$ cat src/rtl/tile_scan_sequencer_if.sv
// Result port of the tile scan sequencer: valid/ready handshake carrying the
// captured tile byte and its tile index. With SCAN_TIMESTAMP_EN defined the
// port also carries the 16-bit capture timestamp res_ts.
interface tile_scan_sequencer_if;
    logic        res_valid;
    logic        res_ready;
    logic [7:0]  res_data;
    logic [1:0]  res_tile;
`ifdef SCAN_TIMESTAMP_EN
    logic [15:0] res_ts;

    modport master (output res_valid, output res_data, output res_tile, output res_ts,
                    input res_ready);
    modport slave  (input res_valid, input res_data, input res_tile, input res_ts,
                    output res_ready);
`else
    modport master (output res_valid, output res_data, output res_tile,
                    input res_ready);
    modport slave  (input res_valid, input res_data, input res_tile,
                    output res_ready);
`endif
endinterface

$ cat src/rtl/tile_scan_sequencer.sv
// Tile scan sequencer: time-shares the micro-tile container's single output
// byte among its tiles. Each enabled tile is held in reset, released, allowed
// to settle for dwell cycles, then its byte is captured and handed downstream
// tagged with the tile index. Only one tile is ever out of reset.
// Optional feature: define SCAN_TIMESTAMP_EN to add a free-running 16-bit
// cycle counter whose value is captured with each result on res.res_ts.
module tile_scan_sequencer #(
    parameter int RST_CYCLES = 4,
    parameter int NUM_TILES  = 4
) (
    input  logic       clk,
    input  logic       rst_n,
    input  logic       start,
    input  logic       abort,
    input  logic       cont,
    input  logic [3:0] mask,
    input  logic [7:0] dwell,
    input  logic [7:0] tile_data,
    output logic [1:0] sel,
    output logic [3:0] tile_rst_n,
    output logic [3:0] tile_clk_en,
    output logic       busy,
    tile_scan_sequencer_if.master res
);

    typedef enum logic [2:0] {
        S_IDLE,
        S_RST,
        S_SETTLE,
        S_CAPTURE,
        S_HOLD,
        S_NEXT
    } state_t;

    state_t     state;
    logic [3:0] mask_q;
    logic [7:0] dwell_q;
    logic       cont_q;
    logic [7:0] cnt;
    logic [1:0] first_req;
    logic [1:0] first_q;
    logic [2:0] next_info;

    // A zero dwell would leave no settle cycle at all, so it is clamped to 1.
    function automatic logic [7:0] clamp_dwell(input logic [7:0] d);
        return (d == 8'd0) ? 8'd1 : d;
    endfunction

    // Index of the lowest set bit; only meaningful for a non-zero mask.
    function automatic logic [1:0] lowest_set(input logic [3:0] m);
        logic [1:0] idx;
        idx = 2'd0;
        for (int i = NUM_TILES - 1; i >= 0; i--) begin
            if (m[i]) idx = 2'(i);
        end
        return idx;
    endfunction

    // {found, index} of the lowest set bit strictly above c.
    function automatic logic [2:0] next_set(input logic [3:0] m, input logic [1:0] c);
        logic       found;
        logic [1:0] idx;
        found = 1'b0;
        idx   = 2'd0;
        for (int i = NUM_TILES - 1; i >= 0; i--) begin
            if (m[i] && (i > int'(c))) begin
                found = 1'b1;
                idx   = 2'(i);
            end
        end
        return {found, idx};
    endfunction

    function automatic logic [3:0] onehot(input logic [1:0] i);
        return 4'b0001 << i;
    endfunction

    // Tile-order lookups for the start request and for advancing in NEXT.
    always_comb begin
        first_req = lowest_set(mask);
        first_q   = lowest_set(mask_q);
        next_info = next_set(mask_q, sel);
    end

    // Scan FSM with registered select, tile reset/enable and result outputs.
    always_ff @(posedge clk or negedge rst_n) begin
        if (!rst_n) begin
            state         <= S_IDLE;
            sel           <= 2'd0;
            tile_rst_n    <= 4'b0000;
            tile_clk_en   <= 4'b0000;
            res.res_valid <= 1'b0;
            res.res_data  <= 8'd0;
            res.res_tile  <= 2'd0;
            busy          <= 1'b0;
            mask_q        <= 4'd0;
            dwell_q       <= 8'd1;
            cont_q        <= 1'b0;
            cnt           <= 8'd0;
        end else if (abort) begin
            // Abort overrides everything, including a simultaneous start.
            state         <= S_IDLE;
            tile_rst_n    <= 4'b0000;
            tile_clk_en   <= 4'b0000;
            res.res_valid <= 1'b0;
            busy          <= 1'b0;
        end else begin
            case (state)
                S_IDLE: begin
                    if (start && (mask != 4'd0)) begin
                        mask_q      <= mask;
                        dwell_q     <= clamp_dwell(dwell);
                        cont_q      <= cont;
                        sel         <= first_req;
                        tile_rst_n  <= 4'b0000;
                        tile_clk_en <= onehot(first_req);
                        cnt         <= 8'(RST_CYCLES - 1);
                        busy        <= 1'b1;
                        state       <= S_RST;
                    end
                end
                S_RST: begin
                    if (cnt == 8'd0) begin
                        tile_rst_n <= onehot(sel);
                        cnt        <= dwell_q - 8'd1;
                        state      <= S_SETTLE;
                    end else begin
                        cnt <= cnt - 8'd1;
                    end
                end
                S_SETTLE: begin
                    if (cnt == 8'd0) begin
                        state <= S_CAPTURE;
                    end else begin
                        cnt <= cnt - 8'd1;
                    end
                end
                S_CAPTURE: begin
                    res.res_data  <= tile_data;
                    res.res_tile  <= sel;
                    res.res_valid <= 1'b1;
                    tile_rst_n    <= 4'b0000;
                    tile_clk_en   <= 4'b0000;
                    state         <= S_HOLD;
                end
                S_HOLD: begin
                    if (res.res_valid && res.res_ready) begin
                        res.res_valid <= 1'b0;
                        state         <= S_NEXT;
                    end
                end
                S_NEXT: begin
                    if (next_info[2]) begin
                        sel         <= next_info[1:0];
                        tile_clk_en <= onehot(next_info[1:0]);
                        cnt         <= 8'(RST_CYCLES - 1);
                        state       <= S_RST;
                    end else if (cont_q) begin
                        sel         <= first_q;
                        tile_clk_en <= onehot(first_q);
                        cnt         <= 8'(RST_CYCLES - 1);
                        state       <= S_RST;
                    end else begin
                        busy  <= 1'b0;
                        state <= S_IDLE;
                    end
                end
                default: begin
                    state <= S_IDLE;
                end
            endcase
        end
    end

`ifdef SCAN_TIMESTAMP_EN
    logic [15:0] ts_cnt;

    // Free-running cycle counter; wraps naturally from 16'hFFFF to 0.
    always_ff @(posedge clk or negedge rst_n) begin
        if (!rst_n) begin
            ts_cnt <= 16'd0;
        end else begin
            ts_cnt <= ts_cnt + 16'd1;
        end
    end

    // Timestamp is captured in the same cycle as the tile byte and held with it.
    always_ff @(posedge clk or negedge rst_n) begin
        if (!rst_n) begin
            res.res_ts <= 16'd0;
        end else if (!abort && (state == S_CAPTURE)) begin
            res.res_ts <= ts_cnt;
        end
    end
`endif

endmodule

$ cat src/flat_wrapper.sv
// flat-port wrapper written by rule: the top's interface ports become plain ports
module tile_scan_sequencer_flat 
#(
    parameter int RST_CYCLES = 4,
    parameter int NUM_TILES  = 4
)
  (clk, rst_n, start, abort, cont, mask, dwell, tile_data, sel, tile_rst_n, tile_clk_en, busy, res_res_valid, res_res_data, res_res_tile, res_res_ready);
  tile_scan_sequencer_if res_i ();
  input  logic clk;
  input  logic rst_n;
  input  logic start;
  input  logic abort;
  input  logic cont;
  input  logic [3:0] mask;
  input  logic [7:0] dwell;
  input  logic [7:0] tile_data;
  output logic [1:0] sel;
  output logic [3:0] tile_rst_n;
  output logic [3:0] tile_clk_en;
  output logic busy;
  output wire logic [$bits(res_i.res_valid)-1:0] res_res_valid;
  output wire logic [$bits(res_i.res_data)-1:0] res_res_data;
  output wire logic [$bits(res_i.res_tile)-1:0] res_res_tile;
  input wire logic [$bits(res_i.res_ready)-1:0] res_res_ready;
  assign res_res_valid = res_i.res_valid;
  assign res_res_data = res_i.res_data;
  assign res_res_tile = res_i.res_tile;
  assign res_i.res_ready = res_res_ready;
  tile_scan_sequencer #(.RST_CYCLES(RST_CYCLES), .NUM_TILES(NUM_TILES)) u_core (.clk(clk), .rst_n(rst_n), .start(start), .abort(abort), .cont(cont), .mask(mask), .dwell(dwell), .tile_data(tile_data), .sel(sel), .tile_rst_n(tile_rst_n), .tile_clk_en(tile_clk_en), .busy(busy), .res(res_i));
endmodule
$ cat config.mk
export PLATFORM = sky130hd
export DESIGN_NAME = tile_scan_sequencer_flat
export DESIGN_NICKNAME = d
export VERILOG_FILES = /design/src/rtl/tile_scan_sequencer_if.sv /design/src/rtl/tile_scan_sequencer.sv /design/src/flat_wrapper.sv
export SDC_FILE = /design/constraint.sdc
export NUM_CORES = 1
export LEC_CHECK = 0
export CORE_MARGIN = 10
export CORE_UTILIZATION = 35
export CTS_CLUSTER_SIZE = 25
export DETAILED_ROUTE_END_ITERATION = 8
export MAX_ROUTING_LAYER = met4
export SLEW_MARGIN = 20
export SYNTH_ARGS = -nofsm -noshare
export SYNTH_HDL_FRONTEND = slang
export SYNTH_SLANG_ARGS = --single-unit
$ cat constraint.sdc
create_clock -name clk -period 2.1 [get_ports clk]
set_input_delay 0.42 -clock clk [delete_from_list [all_inputs] [get_ports clk]]
set_output_delay 0.42 -clock clk [all_outputs]
set_load 0.02 [all_outputs]
After elaboration in Yosys (flattened, before gate mapping)
Index checks and enable logic that the tools add are counted.
{"block": "op_classes", "n_addsub": 2, "magnitude_cmp": 3, "n_eq_ne": 15, "shifts": 4, "n_mux": 50, "bitwise": 1, "n_reduce_logical": 24}
{"operator": "8-bit 2-to-1 mux", "count": 6}
{"operator": "8-bit case mux with 4 select lines", "count": 1}
{"operator": "2-bit 2-to-1 mux", "count": 14}
{"operator": "4-bit 2-to-1 mux", "count": 7}
{"operator": "4-bit case mux with 3 select lines", "count": 2}
{"operator": "3-bit 2-to-1 mux", "count": 6}
{"operator": "3-bit case mux with 6 select lines", "count": 1}
{"operator": "8-bit logical NOT", "count": 2}
{"operator": "4-bit nonzero test", "count": 4}
{"operator": "1-bit by 2-bit << shifter with 4-bit output, first input constant", "count": 4}
{"operator": "8-bit by 1-bit subtractor with 8-bit output, second input constant", "count": 2}
{"operator": "3-bit by 2-bit inequality test with 1-bit output, second input constant", "count": 4}
{"operator": "4-bit AND reduction", "count": 3}
{"operator": "1-bit 2-to-1 mux", "count": 10}
{"operator": "3-bit AND reduction", "count": 3}
{"operator": "3-bit by 2-bit equality test with 1-bit output, second input constant", "count": 2}
{"operator": "3-bit equality test, second input constant", "count": 2}
{"operator": "3-bit inequality test, second input constant", "count": 2}
{"operator": "3-bit nonzero test", "count": 2}
{"operator": "1-bit logical AND", "count": 5}
{"operator": "5-bit AND reduction", "count": 1}
{"operator": "2-bit > comparator, first input constant", "count": 2}
{"operator": "4-bit by 2-bit inequality test with 1-bit output, second input constant", "count": 1}
{"operator": "1-bit case mux with 2 select lines", "count": 2}
{"operator": "other kinds (10)", "count": 11}
{"block": "totals", "reg_bits": 46, "input_bits": 26, "output_inout_bits": 22, "word_cells": 111}

Longest topological paths before layout
Gate-level depths: netlist (run 1).
{"block": "logic_depth", "word_depth": 9, "mapped_depth": 8, "mapped_depth_nobuf": 7}

Worst setup path before layout (run 1)
No wires, ideal clock.
{"block": "synth_path", "path_type": "register to register", "startpoint": "register u_core.cnt[0]", "endpoint": "register u_core.cnt[1]", "setup_time_ns": 0.125, "arrival_time_ns": 1.946, "required_ns": 1.975, "setup_slack_ns": 0.029, "path_stages_with_launch": 9, "cell_sequence": "dfrtp_1 -> inv_1 -> ha_1 -> or4b_4 -> nor3_2 -> a31oi_2 -> and2_1 -> buf_6 -> mux2_4"}
{"block": "synth_between", "elab_chain_cells": 3, "word_cells_on_any_way": 7, "classes_between": "add/sub: 1; eq/ne: 1; mux: 3; reduce/logical: 2"}
{"element": "from (decl)", "line_no": "tile_scan_sequencer.sv:39", "text": "logic [7:0] cnt;"}
{"element": "from (signal assigned)", "line_no": "tile_scan_sequencer.sv:117", "text": "cnt <= 8'(RST_CYCLES - 1);"}
{"element": "from (signal assigned)", "line_no": "tile_scan_sequencer.sv:125", "text": "cnt <= dwell_q - 8'd1;"}
{"element": "from (signal assigned)", "line_no": "tile_scan_sequencer.sv:128", "text": "cnt <= cnt - 8'd1;"}
{"element": "8-bit by 1-bit subtractor with 8-bit output or 8-bit logical NOT (tied branches)"}
{"element": "8-bit 2-to-1 mux, or another cell as far along", "line_no": "tile_scan_sequencer.sv:132", "text": "if (cnt == 8'd0) begin"}
{"element": "8-bit case mux with 4 select lines or 5-bit AND reduction (tied branches)"}
Several ways; a longest one is shown, not always the timed one. The select of a mux whose other input is x is not followed.
A chain may end at the register's enable or synchronous reset.

Final worst setup path (run 1)
{"block": "layout_path", "startpoint": "input port mask[1]", "endpoint": "register u_core.sel[0]"}
{"block": "layout_between", "elab_chain_cells": 4, "word_cells_on_any_way": 8, "classes_between": "eq/ne: 1; mux: 4; reduce/logical: 3"}
{"element": "from (decl)", "line_no": "flat_wrapper.sv:14", "text": "input logic [3:0] mask;"}
{"element": "4-bit nonzero test or 2-bit 2-to-1 mux (tied branches)", "line_no": "tile_scan_sequencer.sv:110, tile_scan_sequencer.sv:54"}
{"element": "1-bit logical AND or 2-bit 2-to-1 mux (tied branches)", "line_no": "tile_scan_sequencer.sv:110, tile_scan_sequencer.sv:54"}
{"element": "2-bit by 1-bit inequality test with 1-bit output (no source line) or 2-bit 2-to-1 mux (tied branches)"}
{"element": "4-bit AND reduction (no source line) or 2-bit case mux with 2 select lines (tied branches)"}
{"element": "to (signal assigned)", "line_no": "tile_scan_sequencer.sv:114", "text": "sel <= first_req;"}
{"element": "to (signal assigned)", "line_no": "tile_scan_sequencer.sv:154", "text": "sel <= next_info[1:0];"}
{"element": "to (signal assigned)", "line_no": "tile_scan_sequencer.sv:159", "text": "sel <= first_q;"}
{"element": "to (decl)", "line_no": "tile_scan_sequencer.sv:19", "text": "output logic [1:0] sel,"}
Several ways; a longest one is shown, not always the timed one. The select of a mux whose other input is x is not followed.

==> summary.md, run 1 <==
| Metric | Value |
|---|---|
| Mux cell area share after synthesis | 11.04% |
| Post-Syn Instances | 255 |
| Die width | 106.1 um |
| Flip-flop and latch area | 1152 um2 |
| Drt pass-1 iters | 4 |
| Min-Delay Path Class | input pin to async pin |
| CP max FO | 6 |
| Async set or reset register ratio after synthesis | 100.0% |
| CP max stage cell | clkdlybuf4s50_1 |
| Setup crit end kind | flip-flop |
| Main flop type after synthesis | dfrtp_1 |
| Crit start category | input pin |
| Tmin final | 2019 ps |
| Final worst-path cycle share | 96.13% |
| Largest net degree at the start of global routing | 23 |
| Max Clk Rate | 0.4954 GHz |
| Clk buf depth | 2 |
| Mapped cell area | 2595 um2 |
| Antenna cell count | 0 |
| Max_slew headroom | 67.38% |
| Hold Fails Final Rpt | 0 |
| Worst clock skew | 6.188 ps |
| NumNets Final | 365 |
| Worst Hold Slack | 79.27 ps |
| Synth Area in Adders | 1.446% |
| Crit-path max cell delay | 470 ps |
| TritonCTS Sinks | 46 |
| Worst-skew pair later-pin latency | 290 ps |
| Area of the die | 11,260 um2 |
| Setup violators final | 0 |
| First-pass GRT wire length | 11,350 um |
| Commonest cells in the netlist | dfrtp_1 (45), mux2_2 (21), nand2_1 (20), a21oi_1 (17), nor2_1 (16) |
| Xor-xnor portion of the synthesized cell area | 2.025% |
| Flops & latches, synth | 46 |
| Wire per inst | 15.30 um |
| Cell chain of the critical path | clkdlybuf4s50_1, o41ai_4, nand3b_2, inv_1, a41o_1, mux2_2 |
| Num rows | 31 |
| Drt via density | 5.188 |
| Largest family of logic cells by synthesized area | compound AO/OA/AOI/OAI gates |
| Area of the multi-input gates | 1365 um2 |
| Ratio of cells with drive above 1 in the final layout | 24.33% |
| Max-Cap Viols | 0 |
| Leakage power | 1.534 nW |
| H-tree level count | 2 |
| Final core utilization | 49.34% |
| WL final | 6672 um |
| Outcome | completed |
| Area leader, netlist | dfrtp_1 |
| CTS tree | built |
| Layout area overhead | 37.17% |
| Power Dens Cells | 1040 nW/um2 |
| Initial Util | 35.97% |
| Clock transition at the registers of the reported paths | 80 ps |
| Initial antenna violation count | 0 |
| Gpl congestion | 0.9078 |
| Yosys Warn Count | 0 |
| Syn avg cell area | 10.18 um2 |
| Vias in the first global route | 2,300 |
| Sequential fraction of the synthesis area | 44.41% |
| Grt total ovfl | 0 |
| Post-synth top area share | 43.39% |
| Synth Area in Simple Gates | 16.59% |
| Root Driver | clkbuf_8 |
| Worst-Margin Slew | 489.3 ps |
| Detailed Place HPWL | 5135 um |
| # port buffers | 47 |
| EDFF count, synth | 0 |
| Number of fill cells | 694 |
| Crit path DAT | 2200 ps |
| Total number of vias | 2,262 |
| Syn_nets | 284 |
| Top post-synthesis cells by area | dfrtp_1 (43%), mux2_2 (9.1%), a21oi_1 (3.3%), nand2_1 (2.9%), o21ai_0 (2.7%) |
| Worst vdd ir | 0.5025 mV |
| DRC | 0 |
| DRT antenna net count | 0 |
| Die height | 106.1 um |
| Initial DRC Count | 108 |
| Core box area | 7214 um2 |
| CTS Buf Count | 5 |
| WP data required | 2280 ps |
| Final Max Slew Viols | 0 |
| Compound-Gate Fraction of Synth Area | 20.44% |
| # IOs | 48 |
| Most frequent cell after synthesis | dfrtp_1 |
| Crit Path Class | input pin to flip-flop |
| Netlist cell types | 54 |
| GRT Util Overall | 12.46% |
## layer usage
layer  track usage [%]  routed length, um
met3             1.932                210
met2             18.86               3094
met5                 -                  0
met1             16.49               3271
met4             4.545                 95
## path summary, 6_finish.rpt
| kind | slack (ps) | from | endpoint | depth (start not counted) |
|---|---|---|---|---|
| setup reg to reg | 90 | u_core.cnt[1] | u_core.cnt[3] | 8 |
| min in group clk | 490 | u_core.cont_q | u_core.cont_q | 2 |
| setup / recovery | 80 | mask[1] | u_core.sel[0] | 6 |
| max in group asynchronous | 1410 | rst_n | u_core.dwell_q[0] | 2 |
| hold reg to reg | 490 | u_core.cont_q | u_core.cont_q | 2 |
| hold / removal | 80 | rst_n | u_core.dwell_q[7] | 1 |
## logic make-up (layout without fill, tap and decap cells)
group,after synthesis,in the layout
AND/OR/NAND/NOR,78,78
AO/OA/AOI/OAI,73,73
flip-flops,46,46
multiplexers,25,25
buffers and inverters,24,106
XOR/XNOR,6,6
adder cells (fa/ha/maj),3,3
## layout make-up
type / instances / area share, %
flip-flops and latches: 46 / 32.37
well taps: 99 / 3.480
inverters: 14 / 1.476
multi-input cells: 185 / 38.35
clock inverters: 1 / 0.8436
clock buffers: 7 / 2.144
repair buffers: 84 / 21.34
## registers in the layout, summed over array words and instances (netlist names)
register / flops
u_core.tile_rst_n: 4
u_core.mask_q: 4
u_core.dwell_q: 8
u_core.tile_clk_en: 4
u_core.res.res_tile: 2
u_core.busy: 1
u_core.sel: 2
u_core.cont_q: 1
u_core.res.res_data: 8
u_core.res.res_valid: 1
u_core.cnt: 8
u_core.state: 3
## placed cells by master (no fill, tap or decap), types with 4 or more instances in the layout
| master | count |
|---|---|
| a21oi_1 | 16 |
| a22o_1 | 4 |
| a32o_1 | 6 |
| buf_4 | 35 |
| clkbuf_8 | 5 |
| clkdlybuf4s50_1 | 46 |
| dfrtp_1 | 45 |
| inv_1 | 13 |
| mux2_2 | 21 |
| nand2_1 | 20 |
| nand2b_1 | 5 |
| nand3_1 | 7 |
| nor2_1 | 15 |
| nor3_1 | 5 |
| nor4_1 | 4 |
| o211ai_1 | 4 |
| o21ai_0 | 13 |
| o2bb2ai_1 | 4 |
| xnor2_1 | 4 |
## timing repair
| item | CTS | global route |
|---|---|---|
| buffers inserted | 0 | 4 |
| endpoints found under the setup margin | 2 | 15 |
| resized for setup | 1 | 10 |
| hold buffers | 0 | 0 |
| endpoints found under the hold margin | 0 | 0 |
| pin swaps | 0 | 3 |
## worst max-delay path: cells and delay by family
family	cells	cell delay, ps
and+or+nand+nor	1	200
AOI/OAI and AO/OA	2	750
muxes	1	300
buffers and inverters	2	530
## power by group
part           internal (mW)  leakage [nW]  switching, mW
Clock                  0.356        0.0524          0.290
Combinational          0.844         0.892          0.795
Sequential              1.14         0.590          0.275
## per-stage QoR
stage,setup slack [ps],total power [mW],setup TNS (ps),area (um2),std cells
after floorplan,29.01,2.383,0,2595,255
after global placement,-184.6,2.998,-3803,3392,424
after detailed placement,-233.4,3.012,-4408,3392,424
after CTS,3.425,3.674,0,3500,432
after global routing,-0.4321,4.000,-0.4321,3560,436
final,81.28,3.703,0,3560,436
Power figures use the tool's default switching activity.
==> inputs of run 2 (changes only) <==
--- a/config.mk
+++ b/config.mk
@@ -5,6 +5,7 @@
 export SDC_FILE = /design/constraint.sdc
 export NUM_CORES = 1
 export LEC_CHECK = 0
+export ABC_CLOCK_PERIOD_IN_PS = 2100
 export CORE_MARGIN = 10
 export CORE_UTILIZATION = 35
 export CTS_CLUSTER_SIZE = 25
==> results of run 2 <==
No change in the layout: final DEF, timing and power equal those of run 1.
==> patch, RTL diff (flow settings as in run 2) <==
`NUM_TILES` is set to 4 in 2 places; all go to 2.
--- a/src/rtl/tile_scan_sequencer.sv
+++ b/src/rtl/tile_scan_sequencer.sv
@@ -8,3 +8,3 @@
     parameter int RST_CYCLES = 4,
-    parameter int NUM_TILES  = 4
+    parameter int NUM_TILES  = 2
 ) (
--- a/src/flat_wrapper.sv
+++ b/src/flat_wrapper.sv
@@ -4,3 +4,3 @@
     parameter int RST_CYCLES = 4,
-    parameter int NUM_TILES  = 4
+    parameter int NUM_TILES  = 2
 )
Formal check against the unedited RTL: not equivalent (a bounded check fails within 4 cycles, from zero or initial values and one cycle with rst_n low).
==> patch against run 2 <==
Wire length down 18%; worst hold slack better by 0.087 ns; design area down 16%; synthesized area down 13%; first-iteration DRC count up 32%; sequential power down 24%; sequential cell count down 8; synthesized cell count down 16%; non-clock buffer count down 19; total power down 30%; worst setup slack worse by 0.0011 ns; highest routed layer unchanged.
==> patch: results (changes against run 2) <==
Yosys
  • Mux cell area share after synthesis: 12.06% (+1.0 points)
  • Post-synthesis adder-cell area fraction: 1.107% (-0.34 points)
  • Register area share after synthesis: 42.11% (-2.3 points)
  • Top cells by area, synth: dfrtp_1 (41%), mux2_1 (7.0%), mux2_4 (4.6%), nor3_1 (3.3%), a21oi_1 (2.9%)
  • XOR/XNOR Fraction of Synth Area: 3.099% (+1.1 points)
  • Synth cell types: 52 (-3.7%)
  • Synthesized instance count: 215 (-16%)
  • Compound-Gate Fraction of Synth Area: 16.88% (-3.6 points)
  • Synth cell count leaders: dfrtp_1 (37), nand2_1 (15), nor3_1 (15)

Placed design
  • Dpl ws: -0.1074 ns (+0.1261 ns)
  • Port Buffers: 41 (-13%)
  • Placed cell areas: 2867 um2 (-15%)
  • HPWL Detailed: 4.236 mm (-18%)
  • Inst Count DP: 346 (-18%)
  • GP Congestion: 0.8389 (-7.6%)

Pwr
  • Power per cell area: 862.8 nW/um2 (-17%)
  • Pleak: 1.287 nW (-16%)
  • Psw: 921.6 uW (-32%)
  • Peak VDD IR: 483.3 uV (-3.8%)
  • Sequential power share: 41.8% (+3.5 points)
  • Comb pwr: 961 uW (-41%)

Timing
  • Worst clock skew: 0.002406 ns (-0.003783 ns)
  • FMAX: 0.4951 GHz (about the same)
  • Max_slew headroom: 66.83% (-0.55 points)

Detailed routing
  • Via density per instance: 5.237 (+0.94%)
  • Drt first-iter violations: 143 (+32%)
  • Routed wl met2: 2.634 mm (-15%)
  • Max layer used: met4
  • Met1 WL: 2.536 mm (-22%)
  • Met3 wire length: 195 um (-7.1%)
  • Wire per inst: 15.36 um (+0.40%)

Clocking
  • Clock root buffer: clkbuf_8
  • H-tree Lvls: 2 (unchanged)
  • CTS clk-pin slew, worst paths: 0.08 ns (about the same)

Critical path
  • Slowest stage delay, CP: 0.40 ns (-0.07 ns)
  • Worst path slowest cell: dfrtp_1
  • Setup slack, reg-to-reg: between 0.08 and 0.09 ns
  • Crit Path Max Fanout: 5 (-1)
  • Critical path's top delay family: simple AND/OR/NAND/NOR gates

Layout
  • Post-Layout Cell Count: 355 (-19%)
  • Filler cells: 627 (-9.7%)
  • Share of cells above drive strength 1: 19.78% (-4.5 points)
  • Biggest regs: u_core.cnt (8), u_core.dwell_q (8), u_core.res.res_data (8)
  • Fin nets: 305 (-16%)

Global routing
  • GRT Util Overall: 11.57% (-0.90 points)
  • Vias in the first global route: 1872 (-19%)
  • First-pass GRT wire length: 9.363 mm (-18%)
  • Largest net degree at the start of global routing: 39 (+70%)
  • Initial antenna violation count: 0 (unchanged)

Outcome
  • Status: finished clean
[patch: timing repair]
item | CTS | global route
endpoints found under the setup margin | 0 | 8
setup buffers | 0 | 1
gates resized for setup | 0 | 5
[patch: cells by family (layout without fill, tap and decap cells)]
family / Yosys count / in the layout
simple gates: 69 / 69
compound gates: 53 / 53
other cells: 1 / 6
fa+ha+maj: 2 / 2
mux: 22 / 22
xor+xnor: 8 / 8
buf+inv: 22 / 80
flops: 38 / 38
[patch: cell type report]
type | instances | share of cell area, %
Sequential cell | 38 | 31.88
Clock buffer | 6 | 2.765
Multi-Input combinational cell | 160 | 40.39
Inverter | 7 | 0.8798
Tap cell | 77 | 3.226
Clock inverter | 2 | 0.4189
Timing Repair Buffer | 65 | 20.44
[patch: final timing paths]
path / startpoint / to
worst min-delay path: rst_n / u_core.dwell_q[7]
max in group asynchronous: rst_n / u_core.dwell_q[0]
worst max-delay path: u_core.cnt[1] / u_core.cnt[1]
worst max register to register: u_core.cnt[1] / u_core.cnt[1]
worst min register to register: u_core.res.res_data[1] / u_core.res.res_data[1]
min in group clk: u_core.res.res_data[1] / u_core.res.res_data[1]
[patch: stage by stage]
| stage | utilization, % | hold slack (ns) |
|---|---|---|
| after detailed placement | 45.40 | 0.4760 |
| after global placement | 45.40 | 0.4683 |
| final | 47.30 | 0.1666 |
| after floorplan | - | 0.1244 |
| after global routing | 47.30 | 0.2038 |
| after CTS | 46.91 | 0.1823 |
[patch: per-layer routing]
| layer | GRT usage (%) | up-vias |
|---|---|---|
| li1 | - | 906 |
| met1 | 15.15 | 904 |
| met2 | 17.46 | 42 |
| met3 | 1.992 | 7 |
| met4 | 4.239 | 0 |
| met5 | - | - |
